[config.mk]
export PLATFORM = sky130hd
export DESIGN_NAME = stream_demux_flat
export DESIGN_NICKNAME = d
export VERILOG_FILES = /design/src/rtl/stream_demux_if.sv /design/src/rtl/stream_demux.sv /design/src/flat_wrapper.sv
export SDC_FILE = /design/constraint.sdc
export NUM_CORES = 1
export LEC_CHECK = 0
export BUFFER_PORTS_ARGS = -buffer_cell sky130_fd_sc_hd__buf_2
export CAP_MARGIN = 20
export CELL_PAD_IN_SITES_DETAIL_PLACEMENT = 1
export CELL_PAD_IN_SITES_GLOBAL_PLACEMENT = 1
export CORE_MARGIN = 2
export CORE_UTILIZATION = 44
export CTS_CLUSTER_DIAMETER = 60
export CTS_CLUSTER_SIZE = 40
export DETAILED_ROUTE_END_ITERATION = 6
export GPL_ROUTABILITY_DRIVEN = 0
export PLACE_DENSITY = 0.92
export SYNTH_ARGS = -nofsm -noshare
export SYNTH_HDL_FRONTEND = slang
export SYNTH_SLANG_ARGS = --single-unit
[constraint.sdc]
create_clock -name clk -period 3.28 [get_ports clk]
set_clock_uncertainty 0.05 [all_clocks]
set_input_delay 0.492 -clock clk [delete_from_list [all_inputs] [get_ports clk]]
set_output_delay 0.492 -clock clk [all_outputs]
set_load 0.1 [all_outputs]
[src/rtl/stream_demux_if.sv]
// +--------------------------------------------------------------------+
// | stream_demux_if : input and per-channel output handshake bundle    |
// | Rev 1.0                                                            |
// +--------------------------------------------------------------------+
`default_nettype none

interface stream_demux_if #(
  parameter int DATA_W = 8,
  parameter int N_OUT  = 8,
  parameter int SEL_W  = $clog2(N_OUT)
);
  logic                      in_valid;
  logic                      in_ready;
  logic [DATA_W-1:0]         in_data;
  logic [SEL_W-1:0]          in_sel;
  logic                      in_bcast;
  logic [N_OUT-1:0]          out_valid;
  logic [N_OUT-1:0]          out_ready;
  logic [N_OUT*DATA_W-1:0]   out_data;

  // master: upstream source plus downstream consumers; slave: the demux
  modport master (
    output in_valid, in_data, in_sel, in_bcast, out_ready,
    input  in_ready, out_valid, out_data
  );

  modport slave (
    input  in_valid, in_data, in_sel, in_bcast, out_ready,
    output in_ready, out_valid, out_data
  );
endinterface

`default_nettype wire

[src/rtl/stream_demux.sv]
// +--------------------------------------------------------------------+
// | stream_demux : registered 1-to-N valid/ready demux with broadcast  |
// | Rev 1.0                                                            |
// +--------------------------------------------------------------------+
`default_nettype none

module stream_demux #(
  parameter int DATA_W = 8,
  parameter int N_OUT  = 8,
  parameter int SEL_W  = $clog2(N_OUT),
  parameter int CNT_W  = 8
) (
  input  logic             clk,
  input  logic             rst_n,
  stream_demux_if.slave    bus,
  output logic [CNT_W-1:0] drop_cnt
);

  logic [N_OUT-1:0]              valid_q, valid_d;
  logic [N_OUT-1:0][DATA_W-1:0]  data_q, data_d;
  logic [CNT_W-1:0]              drop_cnt_q, drop_cnt_d;

  logic [N_OUT-1:0]              w_can_load;
  logic [N_OUT-1:0]              w_sel_hit;
  logic [N_OUT-1:0]              w_load;
  logic                          w_sel_in_range;
  logic                          w_in_ready;
  logic                          w_accept;

  // An out-of-range select matches no channel, so range is just "any hit".
  always_comb begin
    w_can_load = ~valid_q | bus.out_ready;
    w_sel_hit  = '0;
    for (int i = 0; i < N_OUT; i++) begin
      w_sel_hit[i] = (bus.in_sel == SEL_W'(i));
    end
    w_sel_in_range = |w_sel_hit;

    if (bus.in_bcast) begin
      w_in_ready = &w_can_load;
    end else if (w_sel_in_range) begin
      w_in_ready = |(w_sel_hit & w_can_load);
    end else begin
      w_in_ready = 1'b1;
    end

    w_accept = bus.in_valid && w_in_ready;
    w_load   = '0;
    if (w_accept) begin
      w_load = bus.in_bcast ? {N_OUT{1'b1}} : w_sel_hit;
    end
  end

  always_comb begin
    valid_d    = valid_q;
    data_d     = data_q;
    drop_cnt_d = drop_cnt_q;
    for (int i = 0; i < N_OUT; i++) begin
      if (w_load[i]) begin
        valid_d[i] = 1'b1;
        data_d[i]  = bus.in_data;
      end else if (bus.out_ready[i]) begin
        valid_d[i] = 1'b0;
      end
    end
    if (w_accept && !bus.in_bcast && !w_sel_in_range && (drop_cnt_q != {CNT_W{1'b1}})) begin
      drop_cnt_d = drop_cnt_q + CNT_W'(1);
    end
  end

  always_ff @(posedge clk or negedge rst_n) begin
    if (!rst_n) begin
      valid_q    <= '0;
      data_q     <= '0;
      drop_cnt_q <= '0;
    end else begin
      valid_q    <= valid_d;
      data_q     <= data_d;
      drop_cnt_q <= drop_cnt_d;
    end
  end

  assign bus.in_ready  = w_in_ready;
  assign bus.out_valid = valid_q;
  assign bus.out_data  = data_q;
  assign drop_cnt      = drop_cnt_q;

endmodule

`default_nettype wire

[src/flat_wrapper.sv]
// flat-port wrapper written by rule: the top's interface ports become plain ports
module stream_demux_flat 
#(
  parameter int DATA_W = 8,
  parameter int N_OUT  = 8,
  parameter int SEL_W  = $clog2(N_OUT),
  parameter int CNT_W  = 8
)
  (clk, rst_n, drop_cnt, bus_in_valid, bus_in_data, bus_in_sel, bus_in_bcast, bus_out_ready, bus_in_ready, bus_out_valid, bus_out_data);
  stream_demux_if #(.DATA_W(DATA_W), .N_OUT(N_OUT), .SEL_W(SEL_W)) bus_i ();
  input  logic clk;
  input  logic rst_n;
  output logic [CNT_W-1:0] drop_cnt;
  input wire logic [$bits(bus_i.in_valid)-1:0] bus_in_valid;
  input wire logic [$bits(bus_i.in_data)-1:0] bus_in_data;
  input wire logic [$bits(bus_i.in_sel)-1:0] bus_in_sel;
  input wire logic [$bits(bus_i.in_bcast)-1:0] bus_in_bcast;
  input wire logic [$bits(bus_i.out_ready)-1:0] bus_out_ready;
  output wire logic [$bits(bus_i.in_ready)-1:0] bus_in_ready;
  output wire logic [$bits(bus_i.out_valid)-1:0] bus_out_valid;
  output wire logic [$bits(bus_i.out_data)-1:0] bus_out_data;
  assign bus_i.in_valid = bus_in_valid;
  assign bus_i.in_data = bus_in_data;
  assign bus_i.in_sel = bus_in_sel;
  assign bus_i.in_bcast = bus_in_bcast;
  assign bus_i.out_ready = bus_out_ready;
  assign bus_in_ready = bus_i.in_ready;
  assign bus_out_valid = bus_i.out_valid;
  assign bus_out_data = bus_i.out_data;
  stream_demux #(.DATA_W(DATA_W), .N_OUT(N_OUT), .SEL_W(SEL_W), .CNT_W(CNT_W)) u_core (.clk(clk), .rst_n(rst_n), .bus(bus_i), .drop_cnt(drop_cnt));
endmodule
Word level (Yosys, flattened, before mapping):

Index checks and enable logic that the tools add are counted.

* register bits after elaboration: 80
* input port bits: 23
* output and inout port bits: 81
* logic and storage cells: 67

* add/subtract/negate cells: 1
* equal/unequal tests: 8
* multiplexer cells: 20
* bitwise gates (word level): 3
* reduce and logical (&&, ||, !) cells: 18

Operators with widths (count)
* $mux 1: 18
* $mux 8: 2
* $reduce_bool 2->1: 8
* $reduce_or 8->1: 2
* $eq 3x3->1 const B: 4
* $add 8x1->8 const B: 1
* $and 8x8->8: 1
* $ne 8x8->1 const B: 1
* $not 8->8: 1
* $or 8x8->8: 1
* $reduce_and 8->1: 1
* $eq 3x2->1 const B: 2
* $logic_and 1x1->1: 4
* $eq 3x1->1 const B: 1
* $logic_not 3->1: 1
* $logic_not 1->1: 2

Depth between registers and ports, before layout:

Gate-level depths: netlist (run 1).

* word-level depth: 10
* depth in mapped cells: 8

Worst setup path before layout (run 1):

Ideal clock, no wire load.

* kind: register -> output
* start: register u_core.valid_q[7], in the netlist u_core.bus.out_valid[7]
* end: output port bus_in_ready
* data arrival time: 3.495 ns
* required time: 2.738 ns
* path slack: -0.757 ns
* stages on the path, launching flop included: 4
* buffers on the path: 0
* cells stage by stage: dfrtp_1 > nand2b_1 > o2111ai_2 > o32ai_1

* cells in the longest elaborated chain, start to end: 6
* elaborated cells on any way between the ends: 7
* classes of those cells: mux (2); bitwise (3); reduce/logical (2)

Ends and longest elaborated chain
* start: declaration: RTL line stream_demux.sv:19 `logic [N_OUT-1:0] valid_q, valid_d;`
* start signal: assignment: RTL line stream_demux.sv:77 `valid_q <= valid_d;`
* $not 8->8 *: RTL line stream_demux.sv:32 `w_can_load = ~valid_q | bus.out_ready;`
* $or 8x8->8 *: RTL line stream_demux.sv:32
* $and 8x8->8: RTL line stream_demux.sv:42 `w_in_ready = |(w_sel_hit & w_can_load);`
* $reduce_or 8->1: RTL line stream_demux.sv:42
* $mux 1: RTL line stream_demux.sv:41 `end else if (w_sel_in_range) begin`
* $mux 1 *: RTL line stream_demux.sv:39 `if (bus.in_bcast) begin`
* end: declaration: RTL line flat_wrapper.sv:19 `output wire logic [$bits(bus_i.in_ready)-1:0] bus_in_ready;`

Mark *: on every way between the ends. The rest lies on a longest branch, timed or not.

Worst setup path after layout (run 1):

* start: input port bus_in_sel[1]
* end: output port bus_in_ready

* cells in the longest elaborated chain, start to end: 5
* elaborated cells on any way between the ends: 13
* classes of those cells: eq/ne (7); mux (2); bitwise (1); reduce/logical (3)

Ends and longest elaborated chain
* start: declaration: RTL line flat_wrapper.sv:16 `input wire logic [$bits(bus_i.in_sel)-1:0] bus_in_sel;`
* $eq 3x1->1 (tied with other cells): RTL line stream_demux.sv:35 `w_sel_hit[i] = (bus.in_sel == SEL_W'(i));`
* $and 8x8->8: RTL line stream_demux.sv:42
* $reduce_or 8->1: RTL line stream_demux.sv:42
* $mux 1 *: RTL line stream_demux.sv:41
* $mux 1 *: RTL line stream_demux.sv:39

Marked as above.

==> results of run 1 <==
==> kinds of logic (layout without fill, tap and decap cells) <==
| logic type | count (synthesis) | count (layout) | synth area share [%] |
|---|---|---|---|
| AO/OA/AOI/OAI | 28 | 28 | 9.28 |
| buffers and inverters | 18 | 123 | 2.92 |
| flip-flops | 80 | 80 | 60.6 |
| multiplexers | 64 | 64 | 21.8 |
| AND/OR/NAND/NOR | 29 | 29 | 5.41 |
==> placed cells by master, fill, tap and decap left out, drive strengths merged <==
cell / count
a22oi: 1
inv: 3
nor3b: 3
nor3: 2
o21bai: 1
and3: 1
nand2: 7
buf: 105
o32ai: 1
nor2b: 3
a21o: 1
o2111ai: 1
a32o: 1
nor2: 1
nand2b: 7
and2: 1
or2: 1
a211oi: 7
mux2: 64
o21ai: 6
dfrtp: 80
a211o: 1
clkbuf: 11
nand3b: 1
bufinv: 1
o31ai: 6
a31o: 1
clkinvlp: 2
o31a: 1
nand3: 2
dlygate4sd3: 1
==> layout make-up <==
cell class	instances	area (um^2)
fill	772	3140
sequential	80	2000
multi-input combinational	121	1220
timing repair buffer	106	563
clock buffer	11	141
tap	99	124
clock inverter	5	62.6
inverter	1	3.75
==> per-layer routing <==
layer / routed length (um) / GRT usage [%]
met1: 3300 / 25.0
met2: 4210 / 35.1
met3: 389 / 4.92
met4: 68 / 6.03
met5: 0 / 0
==> critical path, stage by stage <==
cell and delay [ns]:
buf_2 0.18, nor2b_4 0.21, nand2_1 0.07, a31o_2 0.38, and2_1 0.30, o32ai_2 0.14, buf_2 0.46
==> what timing repair did <==
item,in CTS,in global routing
gates resized for setup,0,0
hold buffers,0,1
hold endpoints to repair,0,4
setup buffers,0,0
==> path summary, 6_finish.rpt <==
check	start	slack, ns	end	cells after the start
setup / recovery	bus_in_sel[1]	0.50	bus_in_ready	7
hold / removal	u_core.drop_cnt[3]	0.33	u_core.drop_cnt[3]	0
setup reg to reg	u_core.bus.out_valid[7]	0.88	u_core.bus.out_data[45]	5
hold reg to reg	u_core.drop_cnt[3]	0.33	u_core.drop_cnt[3]	0
max in group asynchronous	rst_n	2.16	u_core.bus.out_data[43]	3
min in group asynchronous	rst_n	0.46	u_core.bus.out_valid[5]	2
==> sequential cells by signal, indices dropped and copies added (netlist names) <==
| signal | flops |
|---|---|
| u_core.drop_cnt | 8 |
| u_core.bus.out_valid | 8 |
| u_core.bus.out_data | 64 |
==> cells in the mapped netlist (all sizes together), types with 2 or more instances <==
master | n | area [um^2]
mux2 | 64 | 721
buf | 7 | 55.1
nand2b | 7 | 48.8
o31ai | 6 | 45.0
o21ai | 6 | 30.0
nor3 | 2 | 10.0
nand3 | 2 | 10.0
dfrtp | 80 | 2000
clkbuf | 10 | 37.5
nor3b | 3 | 27.5
a211oi | 7 | 140
nor2b | 3 | 26.3
nand2 | 7 | 26.3
==> per-stage QoR <==
stage / instance area [um^2] / hold WS [ns] / instances
floorplan: 3310 / 0.146 / 219
global placement: 3870 / 0.310 / 405
detailed placement: 3870 / 0.313 / 405
CTS: 4080 / 0.299 / 421
global route: 4120 / 0.337 / 423
finish: 4120 / 0.328 / 423
==> key figures, run 1 <==
GRT
  • First-pass GRT wire length: around 13000 um
  • Total routing resource utilization after global routing: 20.2%
  • Largest net degree at the start of global routing: 81
  • Number of global-route vias before repair: 2411
  • Number of antenna violations at the first check in global routing: 0
  • GRT overflow: 0

Floorplan
  • Placement Rows: 31
  • Horizontal die dimension: 90.7 um
  • Area of the placeable core: ~7300 um^2
  • Number of top-level design ports: 104
  • Die outline area: 8220 um^2
  • Initial Util: 45.6%
  • Height of the die: 90.7 um

Drt
  • Detail-routed net length per standard cell: 18.8 um
  • DRT antenna net count: 0
  • Final wirelength: approximately 8000 um
  • Initial DRC count: between 70 and 80
  • 1st-pass router iterations: 4
  • Via count: around 2200
  • Final routed DRC violation total: 0
  • Detail-routed via count per cell: 5.12

Yosys
  • Yosys warnings: 0
  • Post-synth ARST share: 100%
  • Cells after Synth: 219
  • Unique masters post-synth: 34
  • Primary FF master, synth: dfrtp_1
  • Post-Syn Area: ~3300 um^2
  • Number of synthesized flops with an enable pin: 0
  • Synth Register Bits: 80
  • Avg Cell Area, Syn: 15.1 um^2
  • Sequential cell area fraction in the yosys report: 60.6%
  • Post-Synthesis Net Count: about 240

Timing
  • Highest achievable clock rate: around 360 MHz
  • Post-route fraction of the period consumed by the critical path: 84.8%
  • Final worst setup slack: 0.499 ns
  • Worst Tran Pin Value: around 0.67 ns
  • Number of max-slew violations in the final report: 0
  • Setup Total Neg Slack: 0 ns
  • Final-report setup violation count: 0
  • Worst rel slew slack: 55.0%
  • Number of hold-slack violations in the final timing report: 0
  • Unrepaired setup endpoints after global routing: no
  • Final critical-path required period: 2.78 ns

Final layout
  • Fraction of final layout cells with drive strength greater than 1: 61.4%
  • N_diodes: 0
  • # nets final: 342
  • Area growth syn-to-layout: 24.5%
  • Util after Layout: 56.7%

Run
  • Count of max-cap constraint violations: 0

Critical path
  • Category of the worst setup path capture point: output port
  • Data arrival at the endpoint of the critical path: 2.24 ns
  • Worst EP required: roughly 2.7 ns
  • Maximum fanout encountered on the critical timing path: 10
  • Startpoint Class: input pin
  • Critical Setup Path Class: input pin to output port

Placed design
  • PortBufs: a little over 100
  • Pre-CTS worst setup slack: 0.528 ns
  • DP HPWL: 5510 um

Clock network
  • Worst-path clk slew: around 0.090 ns
  • Total clock sinks: 80
  • Worst-Skew Late Latency: 0.33 ns
  • Cell chosen for the clock root: clkbuf_8
  • Maximum clock insertion buffer count: 2
  • Number of H-tree branching levels: 3
  • TritonCTS clock tree: yes
  • CTS buffer count: 9

Run status
  • Result of the run: finished, final reports clean

Min path
  • Hold crit path type: flop to flop
Power of run 1 is not shown: default switching activity piles up to over one toggle a cycle in this logic, so the estimate is an artifact.
==> run 2: changes to the inputs <==
- CORE_UTILIZATION: 44 -> 37
- PLACE_DENSITY: 0.92 -> 0.83
- clock period: 3.28 -> 2.3 ns (I/O delays scaled with it)
==> key figures, run 2 (synthesized netlist as in run 1, its figures left out) <==
GRT
  • Total routing resource utilization after global routing: roughly 18%
  • First-pass GRT wire length: between 10000 and 15000 um
  • Largest net degree at the start of global routing: 78
  • Number of global-route vias before repair: 2340
  • GRT overflow: 0
  • Number of antenna violations at the first check in global routing: 0

Floorplan
  • Number of top-level design ports: around 100
  • Height of the die: 98.5 um
  • Area of the placeable core: approximately 8700 um^2
  • Placement Rows: 34
  • Horizontal die dimension: 98.5 um
  • Die outline area: 9700 um^2
  • Initial Util: 38.1%

Drt
  • Initial DRC count: 43
  • Final wirelength: between 8000 and 9000 um
  • Via count: around 2200
  • 1st-pass router iterations: 4
  • Detail-routed net length per standard cell: 18.5 um
  • Final routed DRC violation total: 0
  • Detail-routed via count per cell: 4.96
  • DRT antenna net count: 0

Clock network
  • TritonCTS clock tree: yes
  • CTS buffer count: 9
  • Maximum clock insertion buffer count: 2
  • Worst-path clk slew: 0.08 ns
  • Cell chosen for the clock root: clkbuf_8
  • Number of H-tree branching levels: 3
  • Total clock sinks: 80
  • Worst-Skew Late Latency: 0.34 ns

Timing
  • Highest achievable clock rate: roughly 450 MHz
  • Worst Tran Pin Value: 0.545 ns
  • Final-report setup violation count: 0
  • Number of max-slew violations in the final report: 0
  • Unrepaired setup endpoints after global routing: yes
  • Worst rel slew slack: roughly 63%
  • Number of hold-slack violations in the final timing report: 0
  • Final critical-path required period: 2.22 ns
  • Post-route fraction of the period consumed by the critical path: 96.5%

Final layout
  • Highest-count cells in the layout ignoring fill and taps: 101 x buf_2, 72 x dfrtp_1, 62 x mux2_2
  • Max FFs per register: 64
  • # nets final: 356
  • Area growth syn-to-layout: 31.9%
  • N_diodes: 0
  • Fraction of final layout cells with drive strength greater than 1: 68.6%
  • Most common cell after layout, fill and taps aside: buf_2
  • Count of non-filler cells in the finished layout: 446
  • Filler cell count: 924
  • Util after Layout: 50.2%

Min path
  • Hold crit path type: input pin to flop

Critical path
  • Worst EP required: 1.90 ns
  • Critical Setup Path Class: flop to output port
  • Data arrival at the endpoint of the critical path: 1.83 ns
  • Startpoint Class: flop
  • Category of the worst setup path capture point: output port
  • Maximum fanout encountered on the critical timing path: 3

Placed design
  • Cell total after placement: approximately 430
  • PortBufs: 103
  • DP HPWL: around 5900 um

Run status
  • Result of the run: finished, final reports clean

Run
  • Count of max-cap constraint violations: 0
run 2: cell types whose count changed in the layout (fill, tap and decap cells not counted), sizes merged:
cell | previous run | this run
inv | 3 | 2
clkinvlp | 2 | 3
bufinv | 1 | 0
clkinv | 0 | 1
buf | 105 | 119
run 2: path summary, 6_finish.rpt:
kind                                      endpoint                    start  slack, ns  depth (start not counted)
min                        u_core.bus.out_valid[7]         bus_out_ready[7]       0.24                          3
min reg2reg                     u_core.drop_cnt[6]       u_core.drop_cnt[6]       0.33                          0
max                                   bus_in_ready  u_core.bus.out_valid[3]       0.08                          6
min in group asynchronous       u_core.drop_cnt[1]                    rst_n       0.28                          2
max reg2reg                u_core.bus.out_data[32]  u_core.bus.out_valid[0]       0.11                          6
max in group asynchronous  u_core.bus.out_valid[4]                    rst_n       1.32                          3
run 2: layout make-up:
cell class | count | area (um^2) | share of cell area (%)
Sequential cell | 80 | 2030 | 46.6
Clock inverter | 5 | 40.0 | 0.919
Multi-Input combinational cell | 121 | 1310 | 29.9
Timing Repair Buffer | 120 | 701 | 16.1
Clock buffer | 11 | 141 | 3.24
Tap cell | 108 | 135 | 3.10
Inverter | 1 | 3.75 | 0.0861
run 2: metal layers:
metal,part of all wire [%],up-vias,global-route usage (%)
li1,-,1000,-
met1,42,1136,22.8
met2,51,67,29.4
met3,6.3,7,5.46
met4,1.1,0,5.27
met5,0,-,0
run 2: critical path: stages (launching register included):
cell	delay [ns]
dfrtp_4	0.43
nand2b_4	0.07
a32o_2	0.29
nor3b_4	0.23
and2_4	0.20
o32ai_4	0.09
buf_12	0.18
run 2: repair_timing:
action | CTS | global route
hold buffers | 1 | 0
setup endpoints to repair | 1 | 2
hold endpoints to repair | 3 | 0
pin swaps | 3 | 4
gates resized for setup | 1 | 5
setup buffers | 1 | 3
run 2: through the flow:
stage / setup WS, ns / cell area, um^2 / TNS [ns] / hold WS (ns)
5_1_grt: -0.0279 / 4360 / -0.0279 / 0.230
3_3_place_gp: 0.0802 / 4110 / 0 / 0.0978
2_1_floorplan: -0.135 / 3420 / -0.135 / -0.000591
4_1_cts: 0.0142 / 4320 / 0 / 0.229
3_5_place_dp: 0.00195 / 4110 / 0 / 0.0994
6_report: 0.0799 / 4360 / 0 / 0.245
Power of run 2 is left out for the same reason.
